==> src/rtl/serial_borrow_subtractor_pkg.sv <==
// Shared definitions for the serial borrow subtractor.
// Contents:
//   state_e    FSM state encoding (IDLE=0, RUN=1, DONE=2)
//   DefNumbits default operand width
//   DefChunk   default bits processed per cycle
//   cnt_width  width of the chunk counter for a given NUMBITS/CHUNK
package serial_borrow_subtractor_pkg;

  typedef enum logic [1:0] {
    StIdle = 2'd0,
    StRun  = 2'd1,
    StDone = 2'd2
  } state_e;

  localparam int unsigned DefNumbits = 16;
  localparam int unsigned DefChunk   = 1;

  // A single-chunk configuration still needs a 1-bit counter.
  function automatic int unsigned cnt_width(input int unsigned numbits,
                                            input int unsigned chunk);
    int unsigned n;
    n = numbits / chunk;
    return (n > 1) ? $clog2(n) : 1;
  endfunction

endpackage

==> src/rtl/serial_borrow_subtractor_full_subtractor.sv <==
// 1-bit full subtractor: d = a - b - b_in, with borrow out.
// Ports:
//   a, b   operand bits
//   b_in   borrow into this bit
//   d      difference bit
//   b_out  borrow out of this bit
module full_subtractor (
  input  logic a,
  input  logic b,
  input  logic b_in,
  output logic d,
  output logic b_out
);

  assign d     = a ^ b ^ b_in;
  // Borrow when a < b, or when a == b and a borrow is already pending.
  assign b_out = (~a & b) | (~(a ^ b) & b_in);

endmodule

==> src/rtl/serial_borrow_subtractor.sv <==
// Multi-cycle subtractor: difference = A - B - borrowin, CHUNK bits per clock, LSB first.
// A borrow register threads the chunk borrow between cycles. Operands enter through a
// valid/ready port; the result is held in DONE until the consumer takes it.
// Optional feature macro: SUB_OVERFLOW_EN adds the 'overflow' output (signed overflow).
// Ports:
//   clk, rst             clock, synchronous active-high reset
//   in_valid / in_ready  operand handshake (A, B, borrowin)
//   out_valid/out_ready  result handshake (difference, borrowout[, overflow])
//   busy                 high while the datapath is running
module serial_borrow_subtractor
  import serial_borrow_subtractor_pkg::*;
#(
  parameter int unsigned NUMBITS = DefNumbits,
  parameter int unsigned CHUNK   = DefChunk
) (
  input  logic               clk,
  input  logic               rst,
  input  logic               in_valid,
  output logic               in_ready,
  input  logic [NUMBITS-1:0] A,
  input  logic [NUMBITS-1:0] B,
  input  logic               borrowin,
  output logic               out_valid,
  input  logic               out_ready,
  output logic [NUMBITS-1:0] difference,
  output logic               borrowout,
`ifdef SUB_OVERFLOW_EN
  output logic               overflow,
`endif
  output logic               busy
);

  localparam int unsigned NumChunks = NUMBITS / CHUNK;
  localparam int unsigned CntW      = cnt_width(NUMBITS, CHUNK);
  localparam logic [CntW-1:0] LastCnt = CntW'(NumChunks - 1);

  state_e               state_q, state_d;
  logic [NUMBITS-1:0]   a_q, a_d, b_q, b_d;
  logic [NUMBITS-1:0]   diff_q, diff_d;
  logic                 borrow_q, borrow_d;
  logic                 bout_q, bout_d;
  logic [CntW-1:0]      cnt_q, cnt_d;

  logic [CHUNK-1:0]     chunk_diff;
  logic [CHUNK:0]       borrow_chain;
  logic                 accept;
  logic                 last_chunk;

`ifdef SUB_OVERFLOW_EN
  logic a_sign_q, a_sign_d, b_sign_q, b_sign_d;
  logic ovf_q, ovf_d;
`endif

  // Per-cycle chunk datapath: CHUNK full subtractors rippling the borrow.
  assign borrow_chain[0] = borrow_q;

  for (genvar gi = 0; gi < CHUNK; gi++) begin : g_chunk
    full_subtractor u_fs (
      .a    (a_q[gi]),
      .b    (b_q[gi]),
      .b_in (borrow_chain[gi]),
      .d    (chunk_diff[gi]),
      .b_out(borrow_chain[gi+1])
    );
  end

  assign in_ready   = (state_q == StIdle) || ((state_q == StDone) && out_ready);
  assign accept     = in_valid && in_ready;
  assign last_chunk = (state_q == StRun) && (cnt_q == LastCnt);

  always_comb begin
    state_d  = state_q;
    a_d      = a_q;
    b_d      = b_q;
    diff_d   = diff_q;
    borrow_d = borrow_q;
    bout_d   = bout_q;
    cnt_d    = cnt_q;
`ifdef SUB_OVERFLOW_EN
    a_sign_d = a_sign_q;
    b_sign_d = b_sign_q;
    ovf_d    = ovf_q;
`endif

    unique case (state_q)
      StIdle:  if (accept) state_d = StRun;
      StRun:   if (last_chunk) state_d = StDone;
      // Retire and reload on the same edge avoids an IDLE bubble.
      StDone:  if (out_ready) state_d = in_valid ? StRun : StIdle;
      default: state_d = StIdle;
    endcase

    if (accept) begin
      a_d      = A;
      b_d      = B;
      borrow_d = borrowin;
      cnt_d    = '0;
`ifdef SUB_OVERFLOW_EN
      a_sign_d = A[NUMBITS-1];
      b_sign_d = B[NUMBITS-1];
`endif
    end else if (state_q == StRun) begin
      a_d      = a_q >> CHUNK;
      b_d      = b_q >> CHUNK;
      // New chunk enters at the MSB end; after NumChunks shifts it is fully aligned.
      diff_d   = NUMBITS'({chunk_diff, diff_q} >> CHUNK);
      borrow_d = borrow_chain[CHUNK];
      cnt_d    = cnt_q + 1'b1;
      if (last_chunk) begin
        bout_d = borrow_chain[CHUNK];
`ifdef SUB_OVERFLOW_EN
        // chunk_diff MSB is the final difference sign bit.
        ovf_d  = (a_sign_q != b_sign_q) && (chunk_diff[CHUNK-1] != a_sign_q);
`endif
      end
    end
  end

  always_ff @(posedge clk) begin
    if (rst) begin
      state_q  <= StIdle;
      a_q      <= '0;
      b_q      <= '0;
      diff_q   <= '0;
      borrow_q <= 1'b0;
      bout_q   <= 1'b0;
      cnt_q    <= '0;
`ifdef SUB_OVERFLOW_EN
      a_sign_q <= 1'b0;
      b_sign_q <= 1'b0;
      ovf_q    <= 1'b0;
`endif
    end else begin
      state_q  <= state_d;
      a_q      <= a_d;
      b_q      <= b_d;
      diff_q   <= diff_d;
      borrow_q <= borrow_d;
      bout_q   <= bout_d;
      cnt_q    <= cnt_d;
`ifdef SUB_OVERFLOW_EN
      a_sign_q <= a_sign_d;
      b_sign_q <= b_sign_d;
      ovf_q    <= ovf_d;
`endif
    end
  end

  assign out_valid  = (state_q == StDone);
  assign busy       = (state_q == StRun);
  assign difference = diff_q;
  assign borrowout  = bout_q;
`ifdef SUB_OVERFLOW_EN
  assign overflow   = ovf_q;
`endif

endmodule
==> config.mk <==
export PLATFORM = sky130hd
export DESIGN_NAME = serial_borrow_subtractor
export DESIGN_NICKNAME = d
export VERILOG_FILES = /design/src/rtl/serial_borrow_subtractor_pkg.sv /design/src/rtl/serial_borrow_subtractor_full_subtractor.sv /design/src/rtl/serial_borrow_subtractor.sv
export SDC_FILE = /design/constraint.sdc
export NUM_CORES = 1
export LEC_CHECK = 0
export CORE_MARGIN = 4
export CORE_UTILIZATION = 45
export CTS_BUF_LIST = sky130_fd_sc_hd__clkbuf_8
export DETAILED_ROUTE_END_ITERATION = 10
export PLACE_DENSITY = 0.72
export SYNTH_ARGS = -nofsm -noshare
export SYNTH_HDL_FRONTEND = slang
export SYNTH_SLANG_ARGS = --single-unit
==> constraint.sdc <==
create_clock -name clk -period 3.91 [get_ports clk]
set_input_delay 0.782 -clock clk [delete_from_list [all_inputs] [get_ports clk]]
set_output_delay 0.782 -clock clk [all_outputs]
set_load 0.05 [all_outputs]
* After elaboration in Yosys (flattened, before gate mapping)
Cells that the tools add are included.
Word-level totals: word-level logic and storage cells 43, bits of input ports 37, bits in read-only memories 0, bits in writable memories 0, bits in latches 0, flip-flop bits (word level) 56, memories kept 0, output and inout port bits 20
Cells by class: magnitude comparators 0, shift operators 0, reductions and logical operators 10, divide/modulo/power cells 0, $mul 0, add/subtract/negate cells 1, eq/ne operators 6, muxes and demuxes 11, bitwise operators 8
Operator list (number):
- 2-to-1 mux 16 bit | 4
- 2-to-1 mux 2 bit | 3
- one-hot mux 2 bit (3 select lines) | 1
- AND reduction 3 bit | 2
- adder 4 x 1 -> 4 bit, second input constant | 1
- == test 4 bit, second input constant | 1
- != test 2 x 1 -> 1 bit, second input constant | 2
- logical AND 1 bit | 3
- 2-to-1 mux 1 bit | 3
- NOT 1 bit | 3
- AND 1 bit | 2
- == test 2 x 1 -> 1 bit, second input constant | 1
- == test 2 bit, second input constant | 1
- zero test 2 bit | 1
- != test 2 bit, second input constant | 1
- AND reduction 2 bit | 1
- nonzero test 2 bit | 1
- OR reduction 2 bit | 1
- bitwise XOR 1 bit | 2
- logical OR 1 bit | 1
- bitwise OR 1 bit | 1

* Longest topological paths before layout
word-level depth 6, depth in mapped cells 6, depth with buffers taken out 4

* By module
From an unflattened synthesis, not the netlist that was laid out.
Second synthesis, totals: cell total of the unflattened synthesis 298, area, all modules 2392.3 um2
By module, submodules not included:
- serial_borrow_subtractor | sequential area each 1121.1 um2, cells an instance 294, times used 1, area each 2361.0 um2
- full_subtractor | sequential area each 0.0 um2, cells an instance 4, times used 1, area each 31.3 um2

* Worst setup path after synthesis
No wires, ideal clock.
path type input port to output port, from input port out_ready, to output port in_ready, stages 4, buffers on the path 2, setup slack 1235 ps, required time 3128 ps, arrival 1893 ps, path through and2b_1 buf_4 buf_2 nor2_1
On the way: longest elaborated chain between the ends 2
Ends and longest elaborated chain:
- start, declared | line serial_borrow_subtractor.sv:24 | input logic out_ready,
- logical AND 1 bit | line serial_borrow_subtractor.sv:67 | assign in_ready = (state_q == StIdle) || ((state_q == StDone) && out_ready);
- logical OR 1 bit | line serial_borrow_subtractor.sv:67
- end, declared | line serial_borrow_subtractor.sv:19 | output logic in_ready,
No other way between the ends.

* Worst setup path in the final report
from register state_q[1], to output port busy
On the way: longest elaborated chain between the ends 1
Ends and longest elaborated chain:
- start, declared | line serial_borrow_subtractor.sv:37 | state_e state_q, state_d;
- start signal, assigned | line serial_borrow_subtractor.sv:121 | state_q <= StIdle;
- start signal, assigned | line serial_borrow_subtractor.sv:134 | state_q <= state_d;
- == test 2 x 1 -> 1 bit | line serial_borrow_subtractor.sv:150 | assign busy = (state_q == StRun);
- end, declared | line serial_borrow_subtractor.sv:30 | output logic busy
No other way between the ends.

==> reports/results.txt <==
Vias in the first global route -> 2116
TritonCTS clock tree -> built
Post-synthesis adder-cell area fraction -> 0.0124
Die Span X -> 84.3 um
Lkg Pwr -> 1.05 nW
Req. time, crit path -> 3.13 ns
Post-Synthesis Net Count -> 335
Maximum VDD drop -> 283 uV
Sequential cell area fraction in the yosys report -> 0.428
Main combinational cell family by area after synthesis -> compound AO/OA/AOI/OAI gates
Average routed wire per standard cell -> 13.5 um
Number of nets with antenna violations after routing -> 0
Placer congestion estimate -> 0.758
Worst flop-to-flop path endpoint -> b_q[10]$_SDFFE_PP0P_
Sequence of cells on the critical path -> nand2b_2 > inv_8 > clkdlybuf4s50_1
Critical path buffer and inverter count -> 2
Clock Skew -> 0.00948 ns
R2r startpoint -> state_q[0]$_SDFFE_PP0P_
Core Rows -> 27
Flops & latches, synth -> 56
Type of destination of the critical path -> output pin
Post-layout nets -> 375
Synth unique cells -> 32
Starting DRC count in detailed routing -> 112
Clock latency on the worst-skew pair -> 0.31 ns
First drt pass iteration count -> 5
Count of mapped cells out of synthesis -> 296
TritonCTS Sinks -> 56
Final cell area excluding filler cells -> 3190 um^2
Max-Cap Viols -> 0
Maximum number of buffers from clock root to sink -> 2
Proportion of register bits with asynchronous set or reset after synthesis -> 0
Vias -> 2165
Post-Place Cell Area -> 3120 um^2
Global-route wire length before repair -> 9650 um
Total overflow reported by the global router -> 0
Setup repair after global routing missed its margin -> false
Maximum number of pins on one net before global-route repair -> 54
Most common flop cell mapped by yosys -> sky130_fd_sc_hd__dfxtp_1
Syn avg cell area -> 8.85 um^2
Hold path start -> difference[0]$_SDFFE_PP0P_
Setup TNS Final -> 0 ns
Upper clock frequency limit -> 360 MHz
Number of antenna diodes -> 0
Setup Fix Bufs, Post-CTS -> 0
Hold bufs inserted after CTS -> 0
Core Footprint -> 5570 um^2
Worst endpoint data arrival time -> 2.00 ns
Slew at the pin closest to its max-slew limit -> 0.740 ns
Slew headroom -> 0.507
Effective utilization at floorplan -> 0.470
Final hold violations -> 0
CP max stage cell -> sky130_fd_sc_hd__clkdlybuf4s50_1
Max FO, Critical Path -> 53
Nature of the critical path startpoint -> flip-flop
Cells on Worst Hold Path -> 2
Reg2reg path depth -> 4
Number of antenna violations at the first check in global routing -> 0
Final count of negative-setup-slack endpoints -> 0
Area Overhead vs Synth -> 21.9%
Post-route minimum period -> 2.78 ns
Post-route insts no fill -> 408
Max Slew Vio Count -> 0
Placed cell count -> 401
Hold/Removal Path Class -> flip-flop to flip-flop
CTS HTree Levels -> 2
GR Util All Layers -> 0.162
Number of enable flip-flop cells after synthesis -> 0
Power Dens Cells -> 350 nW/um^2
Sum of routed wire length over all layers -> 5510 um
Cell family with the largest share of critical-path delay -> buffers and inverters
Reg2reg setup slack -> 2.10 ns
Post-place setup slack -> 1.31 ns
Worst-case setup margin in the final layout -> 1.13 ns
Area share of xor/xnor cells in the synthesized design -> 0.00669
Post-Synth Simple-Gate Area -> 0.231
Largest stage delay on the critical path -> 0.86 ns
Yosys Warn Count -> 0
End point of the most critical hold path -> difference[0]$_SDFFE_PP0P_
Synthesized area -> 2620 um^2
CTS buffer count -> 5
Average vias per placed instance -> 5.31
Clock slew seen by the registers of the worst setup and hold paths -> 0.09 ns
Status -> finished, final reports clean
Layout cell share with drive strength beyond 1 -> 0.140
Post-cts resize count -> 0
Final cycle utilization of the critical path -> 0.711
Number of top-level design ports -> 57
HPWL after detailed placement -> 3600 um
Number of remaining DRC errors -> 0
Start-to-end type of the worst setup path -> flip-flop to output pin
Root cell of the clock tree -> sky130_fd_sc_hd__clkbuf_8
Chip height -> 84.3 um
Multiplexer fraction of the synthesized cell area -> 0.00573
Floorplan die area -> 7110 um^2
Compound-Gate Fraction of Synth Area -> 0.235
Number of I/O port buffers -> 56
## cells in the final DEF (no fill, tap or decap), types with 2 or more instances in the layout
cell / n
sky130_fd_sc_hd__a21oi_1: 21
sky130_fd_sc_hd__a311oi_2: 30
sky130_fd_sc_hd__buf_4: 6
sky130_fd_sc_hd__clkbuf_8: 5
sky130_fd_sc_hd__clkdlybuf4s50_1: 54
sky130_fd_sc_hd__dfxtp_1: 56
sky130_fd_sc_hd__inv_1: 5
sky130_fd_sc_hd__nand2_1: 96
sky130_fd_sc_hd__nand2b_1: 2
sky130_fd_sc_hd__nand3_1: 3
sky130_fd_sc_hd__nor2_1: 4
sky130_fd_sc_hd__nor2b_1: 2
sky130_fd_sc_hd__nor3_1: 30
sky130_fd_sc_hd__o211ai_1: 2
## area by class of cell
| cell class | instances | area, um^2 |
|---|---|---|
| fillers | 536 | 2380 |
| multi-input cells | 207 | 1290 |
| flip-flops and latches | 56 | 1120 |
| repair buffers | 61 | 591 |
| well taps | 72 | 90.1 |
| clock buffers | 5 | 68.8 |
| inverters | 5 | 26.3 |
| clock inverters | 2 | 8.76 |
## worst register-to-register path: stages (launching register included)
cell and delay [ns]:
sky130_fd_sc_hd__dfxtp_1 0.44, sky130_fd_sc_hd__nand2b_1 0.62, sky130_fd_sc_hd__buf_4 0.34, sky130_fd_sc_hd__nor3_1 0.09, sky130_fd_sc_hd__a311oi_2 0.25
## where the power goes
| group | internal [mW] | switching (mW) | leakage [nW] |
|---|---|---|---|
| clock network | 0.120 | 0.175 | 0.0452 |
| logic | 0.0894 | 0.113 | 0.545 |
| registers | 0.604 | 0.0182 | 0.459 |
| total | 0.813 | 0.306 | 1.05 |
## metal layers
layer  wire (um)  up-vias  global-route usage
met5           0        -                   0
met4          55        0              0.0395
met3         318        8              0.0363
met2        2560       51               0.275
met1        2570     1003               0.208
li1            -     1103                   -
## synth_stat cells (2+ instances only)
master                     instances  area share
sky130_fd_sc_hd__a21oi_1          21       0.040
sky130_fd_sc_hd__a311oi_2         30        0.17
sky130_fd_sc_hd__buf_2             8       0.015
sky130_fd_sc_hd__buf_4             9       0.026
sky130_fd_sc_hd__buf_6             5       0.021
sky130_fd_sc_hd__clkbuf_1          6      0.0086
sky130_fd_sc_hd__dfxtp_1          56        0.43
sky130_fd_sc_hd__inv_1             4      0.0057
sky130_fd_sc_hd__nand2_1          96        0.14
sky130_fd_sc_hd__nand2b_1          3      0.0072
sky130_fd_sc_hd__nand3_1           3      0.0057
sky130_fd_sc_hd__nor2_1            4      0.0057
sky130_fd_sc_hd__nor2b_1           2      0.0048
sky130_fd_sc_hd__nor3_1           30       0.057
sky130_fd_sc_hd__o211ai_1          2      0.0057
## worst max path at each step
stage | slack, ns | cells past startpoint | start | endpoint
5_1_grt | 1.03 | 3 | state_q[0]$_SDFFE_PP0P_ | busy
4_1_cts | 1.10 | 3 | state_q[1]$_SDFFE_PP0P_ | busy
3_5_place_dp | 1.31 | 4 | out_ready | in_ready
6_report | 1.13 | 3 | state_q[1]$_SDFFE_PP0P_ | busy
3_3_place_gp | 1.32 | 4 | out_ready | in_ready
2_1_floorplan | 1.23 | 4 | out_ready | in_ready
## sequential cells by signal, indices dropped and copies added (netlist names)
register / flops
a_q: 16
b_q: 16
borrow_q: 1
borrowout: 1
cnt_q: 4
difference: 16
state_q: 2
## cell families (layout without fill, tap and decap cells)
group,count (synthesis),count (layout)
muxes,1,1
AOI/OAI and AO/OA,59,59
xor gates and xnor gates,2,2
and+or+nand+nor,143,143
DFF,56,56
adders and majority gates,2,2
buffers and inverters,33,73
## stage by stage
step | power (mW) | hold slack (ns) | util
detailed placement | 0.839 | 0.455 | 0.559
global route | 1.18 | 0.499 | 0.573
CTS | 1.14 | 0.469 | 0.573
global placement | 0.835 | 0.447 | 0.559
floorplan | 0.786 | 0.454 | -
finish | 1.12 | 0.461 | 0.573
No activity file was read; power rests on OpenSTA's default activity.
